===== config.mk =====
export PLATFORM = sky130hd
export DESIGN_NAME = pu_operand_feeder
export DESIGN_NICKNAME = d
export VERILOG_FILES = /design/src/rtl/pu_operand_feeder_pkg.sv /design/src/rtl/pu_operand_feeder_sync_fifo.sv /design/src/rtl/pu_operand_feeder.sv
export SDC_FILE = /design/constraint.sdc
export NUM_CORES = 1
export LEC_CHECK = 0
export CAP_MARGIN = 10
export CORE_UTILIZATION = 34
export DETAILED_ROUTE_END_ITERATION = 16
export PLACE_DENSITY = 0.64
export SLEW_MARGIN = 20
export SYNTH_ARGS = -nofsm -noshare
export SYNTH_HDL_FRONTEND = slang
export SYNTH_SLANG_ARGS = --single-unit
export TNS_END_PERCENT = 10

===== constraint.sdc =====
create_clock -name clk -period 1.9 [get_ports clk]
set_input_delay 0.38 -clock clk [delete_from_list [all_inputs] [get_ports clk]]
set_output_delay 0.38 -clock clk [all_outputs]
set_load 0.02 [all_outputs]

===== src/rtl/pu_operand_feeder_pkg.sv =====
// Shared constants and types for the PU operand feeder.
package pu_operand_feeder_pkg;
   localparam int XLEN_DEFAULT = 5;
   localparam int PU_LATENCY   = 2;
   localparam int GROUP_SIZE   = 4;
   localparam int IDX_W        = $clog2(GROUP_SIZE);

   typedef logic [IDX_W-1:0] idx_t;
endpackage


===== src/rtl/pu_operand_feeder_sync_fifo.sv =====
// First-word-fall-through result FIFO; push when full and pop when empty are ignored.
module pu_operand_feeder_sync_fifo #(
   parameter int WIDTH = 5,
   parameter int DEPTH = 4,
   localparam int AW   = $clog2(DEPTH),
   localparam int CW   = AW + 1
) (
   input  logic             clk,
   input  logic             rst,
   input  logic             push,
   input  logic [WIDTH-1:0] push_data,
   input  logic             pop,
   output logic [WIDTH-1:0] pop_data,
   output logic [CW-1:0]    count,
   output logic             full,
   output logic             empty
);
   logic [WIDTH-1:0] mem_q [DEPTH];
   logic [WIDTH-1:0] mem_d [DEPTH];
   logic [AW-1:0]    wr_ptr_q, wr_ptr_d;
   logic [AW-1:0]    rd_ptr_q, rd_ptr_d;
   logic [CW-1:0]    count_q, count_d;
   logic             do_push, do_pop;

   assign full     = (count_q == CW'(DEPTH));
   assign empty    = (count_q == '0);
   assign count    = count_q;
   assign pop_data = mem_q[rd_ptr_q];

   // Pointers wrap naturally because DEPTH is a power of two.
   always_comb begin
      do_push  = push & ~full;
      do_pop   = pop & ~empty;
      mem_d    = mem_q;
      if (do_push) mem_d[wr_ptr_q] = push_data;
      wr_ptr_d = wr_ptr_q + AW'(do_push);
      rd_ptr_d = rd_ptr_q + AW'(do_pop);
      count_d  = count_q + CW'(do_push) - CW'(do_pop);
   end

   always_ff @(posedge clk) begin
      if (!rst) begin
         wr_ptr_q <= '0;
         rd_ptr_q <= '0;
         count_q  <= '0;
      end else begin
         wr_ptr_q <= wr_ptr_d;
         rd_ptr_q <= rd_ptr_d;
         count_q  <= count_d;
      end
   end

   always_ff @(posedge clk) begin
      mem_q <= mem_d;
   end
endmodule


===== src/rtl/pu_operand_feeder.sv =====
// Packs a serial operand stream into 4-operand groups for a fixed-latency PU
// and buffers its results; issue is credit-gated so the PU can never overflow the FIFO.
module pu_operand_feeder
   import pu_operand_feeder_pkg::*;
#(
   parameter int XLEN      = XLEN_DEFAULT,
   parameter int LATENCY   = PU_LATENCY,
   parameter int OUT_DEPTH = 4
) (
   input  logic            clk,
   input  logic            rst,
   input  logic [XLEN-1:0] in_data,
   input  logic            in_valid,
   output logic            in_ready,
   output logic [XLEN-1:0] num1,
   output logic [XLEN-1:0] num2,
   output logic [XLEN-1:0] num3,
   output logic [XLEN-1:0] num4,
   output logic            issue,
   input  logic [XLEN-1:0] pu_result,
   output logic [XLEN-1:0] res_data,
   output logic            res_valid,
   input  logic            res_ready,
   output logic            busy
);
   localparam int CW = $clog2(OUT_DEPTH) + 1;
   localparam int SW = CW + 1;

   logic [XLEN-1:0]    slot_q [GROUP_SIZE-1];
   logic [XLEN-1:0]    slot_d [GROUP_SIZE-1];
   logic [XLEN-1:0]    num_q  [GROUP_SIZE];
   logic [XLEN-1:0]    num_d  [GROUP_SIZE];
   idx_t               idx_q, idx_d;
   logic               issue_q, issue_d;
   logic [LATENCY-1:0] tok_q, tok_d;

   logic [CW-1:0]      inflight;
   logic [SW-1:0]      occupancy;
   logic               credit, last_beat, accept, fire;
   logic [CW-1:0]      fifo_count;
   logic               fifo_full, fifo_empty, fifo_push;

   always_comb begin
      // The issue cycle itself already owns a FIFO slot, before its token enters the pipe.
      inflight = CW'(issue_q);
      for (int i = 0; i < LATENCY; i++) inflight = inflight + CW'(tok_q[i]);
      occupancy = SW'(fifo_count) + SW'(inflight);
      credit    = occupancy < SW'(OUT_DEPTH);
      last_beat = (idx_q == idx_t'(GROUP_SIZE - 1));
      in_ready  = ~(last_beat & ~credit);
      accept    = in_valid & in_ready;
      fire      = accept & last_beat;

      idx_d = accept ? idx_q + idx_t'(1) : idx_q;

      slot_d = slot_q;
      for (int i = 0; i < GROUP_SIZE - 1; i++) begin
         if (accept && idx_q == idx_t'(i)) slot_d[i] = in_data;
      end

      num_d = num_q;
      if (fire) begin
         for (int i = 0; i < GROUP_SIZE - 1; i++) num_d[i] = slot_q[i];
         num_d[GROUP_SIZE-1] = in_data;
      end

      issue_d = fire;
      tok_d   = (tok_q << 1) | LATENCY'(issue_q);
   end

   always_ff @(posedge clk) begin
      if (!rst) begin
         slot_q  <= '{default: '0};
         num_q   <= '{default: '0};
         idx_q   <= '0;
         issue_q <= 1'b0;
         tok_q   <= '0;
      end else begin
         slot_q  <= slot_d;
         num_q   <= num_d;
         idx_q   <= idx_d;
         issue_q <= issue_d;
         tok_q   <= tok_d;
      end
   end

   // The oldest token marks the cycle in which pu_result belongs to a real group.
   assign fifo_push = tok_q[LATENCY-1] & ~fifo_full;

   pu_operand_feeder_sync_fifo #(
      .WIDTH (XLEN),
      .DEPTH (OUT_DEPTH)
   ) u_fifo (
      .clk       (clk),
      .rst       (rst),
      .push      (fifo_push),
      .push_data (pu_result),
      .pop       (res_ready),
      .pop_data  (res_data),
      .count     (fifo_count),
      .full      (fifo_full),
      .empty     (fifo_empty)
   );

   assign num1      = num_q[0];
   assign num2      = num_q[1];
   assign num3      = num_q[2];
   assign num4      = num_q[3];
   assign issue     = issue_q;
   assign res_valid = ~fifo_empty;
   assign busy      = (idx_q != '0) | issue_q | (|tok_q) | (fifo_count != '0);
endmodule


== Word-level counts from Yosys, hierarchy flattened ==
Index checks and enable logic that the tools add are counted.

* $add $sub $neg: 8
* Order comparisons: 4
* Equality and inequality tests: 4
* Multiplexer cells: 6
* Bitwise operators: 16
* Reductions and logical operators: 9

{| class="wikitable"
|+ Operator list
! cell !! count
|-
| 20-bit bitwise mux || 1
|-
| 5-bit 2-to-1 mux || 3
|-
| 5-bit binary-select mux with 2-bit select || 1
|-
| 5-bit demux with 2-bit select || 1
|-
| 1-bit bitwise AND || 6
|-
| 3-bit >= comparator (second input constant) || 2
|-
| 2-bit inverter with 3-bit output || 2
|-
| 2-bit by 1-bit adder with 2-bit output || 2
|-
| 3-bit by 3-bit adder with 4-bit output || 1
|-
| 2-bit == test (second input constant) || 2
|-
| 1-bit logical AND || 4
|-
| 4-bit by 3-bit < comparator with 1-bit output (second input constant) || 1
|-
| 1-bit inverter || 4
|-
| 2-bit by 1-bit adder with 3-bit output || 1
|-
| 3-bit by 1-bit adder with 3-bit output || 1
|-
| 3-bit == test (second input constant) || 1
|-
| 3-bit logical NOT || 1
|-
| 3-bit by 1-bit < comparator with 1-bit output (second input constant) || 1
|-
| 1-bit OR || 3
|-
| 3-bit nonzero test || 1
|-
| 3-bit by 1-bit subtractor with 3-bit output || 1
|-
| 1-bit by 1-bit adder with 2-bit output || 1
|-
| 2-bit by 1-bit adder with 2-bit output (second input constant) || 1
|-
| 2-bit by 1-bit == test with 1-bit output (second input constant) || 1
|-
| 4 further kinds || 4
|}

* Flip-flop bits (word level): 67
* Bits of input ports: 14

== Longest topological paths before layout ==
* Word-level depth: 9
* Depth in mapped cells: 10
* Mapped depth without buffers: 10

== By module ==
A second synthesis with hierarchy kept.

* Cell total of the unflattened synthesis: 221
* Area, all modules: 2,743.9 um^2

{| class="wikitable"
|+ By module, submodules not included
! module !! times used !! cells each !! area each (um^2) !! seq. area each (um^2)
|-
| pu_operand_feeder || 1 || 158 || 1,642.8 || 800.8
|-
| pu_operand_feeder_sync_fifo || 1 || 63 || 1,101.1 || 740.7
|}

== Least setup slack after synthesis ==
No wires, ideal clock.

* Path kind: flip-flop to flip-flop
* From: register u_fifo.count_q[1], in the netlist u_fifo.count[1]
* To: register u_fifo.count_q[2], in the netlist u_fifo.count[2]
* Setup time: 0.115 ns
* Arrival: 2.046 ns
* Data required time: 1.785 ns
* Slack: -0.261 ns
* Cell stages (with the launch flop): 11
* Clock period less this slack: 2.161 ns
* Cells stage by stage: dfxtp_1 > nor2_1 > nand2_1 > and2_1 > ha_1 > inv_1 > ha_1 > fa_1 > xnor2_1 > xnor2_1 > and2_1

{| class="wikitable"
|+ RTL lines
! item !! line !! RTL
|-
| start: declaration || pu_operand_feeder_sync_fifo.sv:22 || <nowiki>logic [CW-1:0] count_q, count_d;</nowiki>
|-
| start signal: assignment || pu_operand_feeder_sync_fifo.sv:49 || <nowiki>count_q <= count_d;</nowiki>
|-
| 3-bit logical NOT || pu_operand_feeder_sync_fifo.sv:26 || <nowiki>assign empty = (count_q == '0);</nowiki>
|-
| 1-bit inverter || -- ||
|-
| via res_valid || pu_operand_feeder.sv:22 || <nowiki>output logic res_valid,</nowiki>
|-
| 1-bit bitwise AND || pu_operand_feeder_sync_fifo.sv:33 || <nowiki>do_pop = pop & ~empty;</nowiki>
|-
| 3-bit by 1-bit subtractor with 3-bit output || pu_operand_feeder_sync_fifo.sv:38 || <nowiki>count_d = count_q + CW'(do_push) - CW'(do_pop);</nowiki>
|}

The timed path passes the listed nets, and every way through them passes these cells.
A chain may end at the register's enable or synchronous reset.

== Worst setup path after layout ==
* From: register u_fifo.count_q[0], in the netlist u_fifo.count[0]
* To: output port in_ready

* Word-level cells in the longest chain between the ends: 5

{| class="wikitable"
|+ RTL lines
! item !! line !! RTL
|-
| 3-bit by 3-bit adder with 4-bit output || pu_operand_feeder.sv:47 || <nowiki>occupancy = SW'(fifo_count) + SW'(inflight);</nowiki>
|-
| 4-bit by 3-bit < comparator with 1-bit output || pu_operand_feeder.sv:48 || <nowiki>credit = occupancy < SW'(OUT_DEPTH);</nowiki>
|-
| 1-bit inverter || pu_operand_feeder.sv:50 || <nowiki>in_ready = ~(last_beat & ~credit);</nowiki>
|-
| 1-bit bitwise AND || pu_operand_feeder.sv:50 ||
|-
| 1-bit inverter || pu_operand_feeder.sv:50 ||
|-
| end: declaration || pu_operand_feeder.sv:14 || <nowiki>output logic in_ready,</nowiki>
|}

No other way between the ends.

==> summary.md <==
| Metric | Value |
|---|---|
| Fin util | 46.7% |
| Initial DRC Count | 46 |
| Delay-heaviest family, CP | adder cells |
| Detail Placement HPWL | 3370 microns |
| Syn Inst Count | 219 |
| Drt first pass iters | 3 |
| N_diodes | 0 |
| Most frequent cell after synthesis | nand2_1 |
| Arrival time at the worst endpoint | 1.77 ns |
| Tcrit/Tclk final | 113% |
| Combinational Power Share | 24.9% |
| Num CTS Buffers | 9 |
| Sw Share | 27.1% |
| Initial antenna violation count | 0 |
| Num ports | 43 |
| Vias per Instance | 4.48 |
| Syn nets | 244 |
| Final Net Count | 305 |
| R2R setup slack | -0.19 ns |
| Setup violators final | 41 |
| Top cell type's share of synthesized area | 34.5% |
| First-pass GRT wire length | 8500 microns |
| Clock slew at reported path FFs | 0.07 ns |
| Area leader, netlist | dfxtp_1 |
| Status | complete, but fails checks |
| Vias | 1,732 |
| Placed Instances | 371 |
| DP Area | 0.00341 sq mm |
| WS Path Type | reg2out |
| Area Overhead vs Synth | 32.1% |
| Die height | 91.6 microns |
| DIE AREA | 0.00839 sq mm |
| Yosys cell types | 26 |
| Int Pwr | 0.00262 W |
| H-Tree Depth | 3 |
| CTS tree | built |
| Final instance count without filler cells | 387 |
| Cell Area, Synth | 0.00273 sq mm |
| Routability cong. | 0.705 |
| Slowest-stage cell, CP | fa_2 |
| Residual DRC | 0 |
| Worst r2r dst | u_fifo.count[2] |
| Std-Cell Rows | 32 |
| Sequential share of power | 44.4% |
| GRT Overall Usage | 13.4% |
| Largest cells by area after synthesis | dfxtp_1, edfxtp_1, mux2i_1 |
| Syn Area/Cell | 12.5 sq um |
| Unrepaired setup endpoints after global routing | true |
| Min cycle time layout | 2.15 ns |
| Initial core utilization | 35.3% |
| Measured slew at the worst slew-check pin | 0.493 ns |
| Maximum VDD drop | 448 uV |
| Register bit total from synthesis | 67 |
| FILL cells | 714 |
| Gr ovfl total | 0 |
| Clock Tree Root | clkbuf_8 |
| Worst Reg-to-Reg Cells | 11 |
| Die width | 91.6 microns |
| Synth top cells by count | nand2_1, dfxtp_1, mux2i_1 |
| Slew HR | 67.0% |
| Core area | 0.00773 sq mm |
| CP cell instances | fa_2 -> ha_4 -> a311o_1 -> nand2_4 -> buf_6 |
| Failing checks | setup timing |
| Largest net degree at the start of global routing | 55 |
| Synthesis warning total | 0 |
| Worst path required time | 1.52 ns |
| Number of flops mapped to enable cells by yosys | 20 |
| Clock Latency Late Sink | 0.33 ns |
| Max Fanout on Critical Path | 2 |
| Switching power of the nets | 0.000974 W |
| Asr flop ratio synth | 0% |
| Final instance area | 0.00361 sq mm |
| Buf/Inv on CP | 1 |
| CTS Sinks | 67 |
| Power per cell area | 997 mW/mm^2 |
| Vias in the first global route | 1,729 |
| R2r startpoint | u_fifo.count[0] |
| Lkg Pwr | 1.35 nW |
| Top_reg_cell synth | dfxtp_1 |
| Worst path max stage delay | 0.41 ns |
| Clk_skew | 0.00609 ns |
| Clk pwr share | 30.8% |
| Critical path origin | u_fifo.count[0] |
| Sequential fraction of the synthesis area | 56.5% |
| Critical path endpoint category | output pin |
| Port Buffers | 42 |
| Max clock buf depth | 2 |
| Final wirelength | 5000 microns |
| Critical Path End | in_ready |
| Final hold vios | 0 |
| Setup ws final | -0.252 ns |
| WL/cell | 12.9 microns |
| Worst path depth | 5 |
| DRT antenna net count | 0 |
| Max Slew Vio Count | 0 |
| CP Launch Type | register |
| Setup bufs post-CTS | 0 |
| Hold Path Class | reg2reg |
| Hold buffer count at CTS | 0 |
| Max-cap viol count | 0 |
| DP Worst Slack | -0.487 ns |
| Layout cell share with drive strength beyond 1 | 22.8% |
| Fmax | 465 MHz |
[state kept, by name, indices dropped and copies added (netlist names)]
signal and cells:
idx_q 2, issue 1, num1 5, num2 5, num3 5, num4 5
slot_q 15, tok_q 2, u_fifo.count 3, u_fifo.mem_q 20, u_fifo.rd_ptr_q 2, u_fifo.wr_ptr_q 2
[cell usage in the layout (no fill, tap or decap), types with 2 or more instances in the layout]
| master | instances |
|---|---|
| a21oi_4 | 3 |
| clkbuf_1 | 4 |
| mux4_2 | 5 |
| mux2i_1 | 37 |
| inv_1 | 8 |
| and3_1 | 2 |
| buf_2 | 6 |
| clkinv_2 | 2 |
| clkbuf_8 | 9 |
| dfxtp_1 | 44 |
| fa_2 | 2 |
| clkdlybuf4s50_1 | 34 |
| nor3b_2 | 2 |
| nand2_1 | 48 |
| buf_4 | 17 |
| buf_12 | 4 |
| edfxtp_1 | 20 |
| dfxtp_2 | 2 |
| ha_1 | 7 |
| xor2_1 | 2 |
| and2_1 | 9 |
[worst min-delay path: stages, from the launching register on]
cell	delay [ns]
dfxtp_1	0.31
nand2_1	0.05
mux2i_1	0.05
[per-layer routing]
layer	GRT usage [%]	up-vias	share of wire [%]
met2	21.7	39	47
met4	5.95	0	1.9
met3	4.77	9	5.0
li1	-	868	-
met5	0	-	0
met1	16.0	816	46
[logic make-up after synthesis]
| kind of cell | after synthesis | synth area share (%) |
|---|---|---|
| AND/OR/NAND/NOR | 69 | 11.7 |
| multiplexers | 42 | 17.7 |
| buffers and inverters | 20 | 4.36 |
| AO/OA/AOI/OAI | 6 | 2.84 |
| XOR/XNOR | 4 | 1.28 |
| flip-flops | 67 | 56.5 |
| adder cells (fa/ha/maj) | 11 | 5.59 |
[how the worst min path moves through the flow]
stage / from / depth (start not counted) / to
floorplan: slot_q[0] / 2 / slot_q[0]
global placement: num4[3] / 2 / num4[3]
detailed placement: num4[3] / 2 / num4[3]
CTS: num4[3] / 2 / num4[3]
global route: num4[1] / 2 / num4[1]
finish: num2[0] / 2 / num2[0]
[power by group through the flow]
stage                     sequential (W)  clock, W  combinational (W)
after global routing             0.00160   0.00120           0.000990
after detailed placement         0.00162         0           0.000924
after CTS                        0.00159   0.00115           0.000886
after global placement           0.00162         0           0.000910
after floorplan                  0.00161         0           0.000549
final                            0.00160   0.00111           0.000894
[area by class of cell]
class,instances,area (sq um),share of cell area [%]
repair buffers,62,589,16.3
clock inverters,3,40.0,1.11
flip-flops and latches,67,1550,42.9
well taps,102,128,3.54
multi-input cells,132,1130,31.4
clock buffers,13,139,3.85
inverters,8,30.0,0.833
[per-stage QoR]
| step | hold WS [ns] | setup TNS (ns) | total power [W] |
|---|---|---|---|
| floorplan | 0.443 | -1.87 | 0.00215 |
| global placement | 0.445 | -7.90 | 0.00253 |
| detailed placement | 0.445 | -9.07 | 0.00254 |
| CTS | 0.463 | -8.77 | 0.00363 |
| global route | 0.482 | -8.53 | 0.00380 |
| finish | 0.459 | -4.69 | 0.00360 |
[timing repair]
action	4_1_cts	5_1_grt
pin swaps	6	4
resized for setup	35	5
endpoints found under the setup margin	48	49
(Power assumes the default switching activity.)
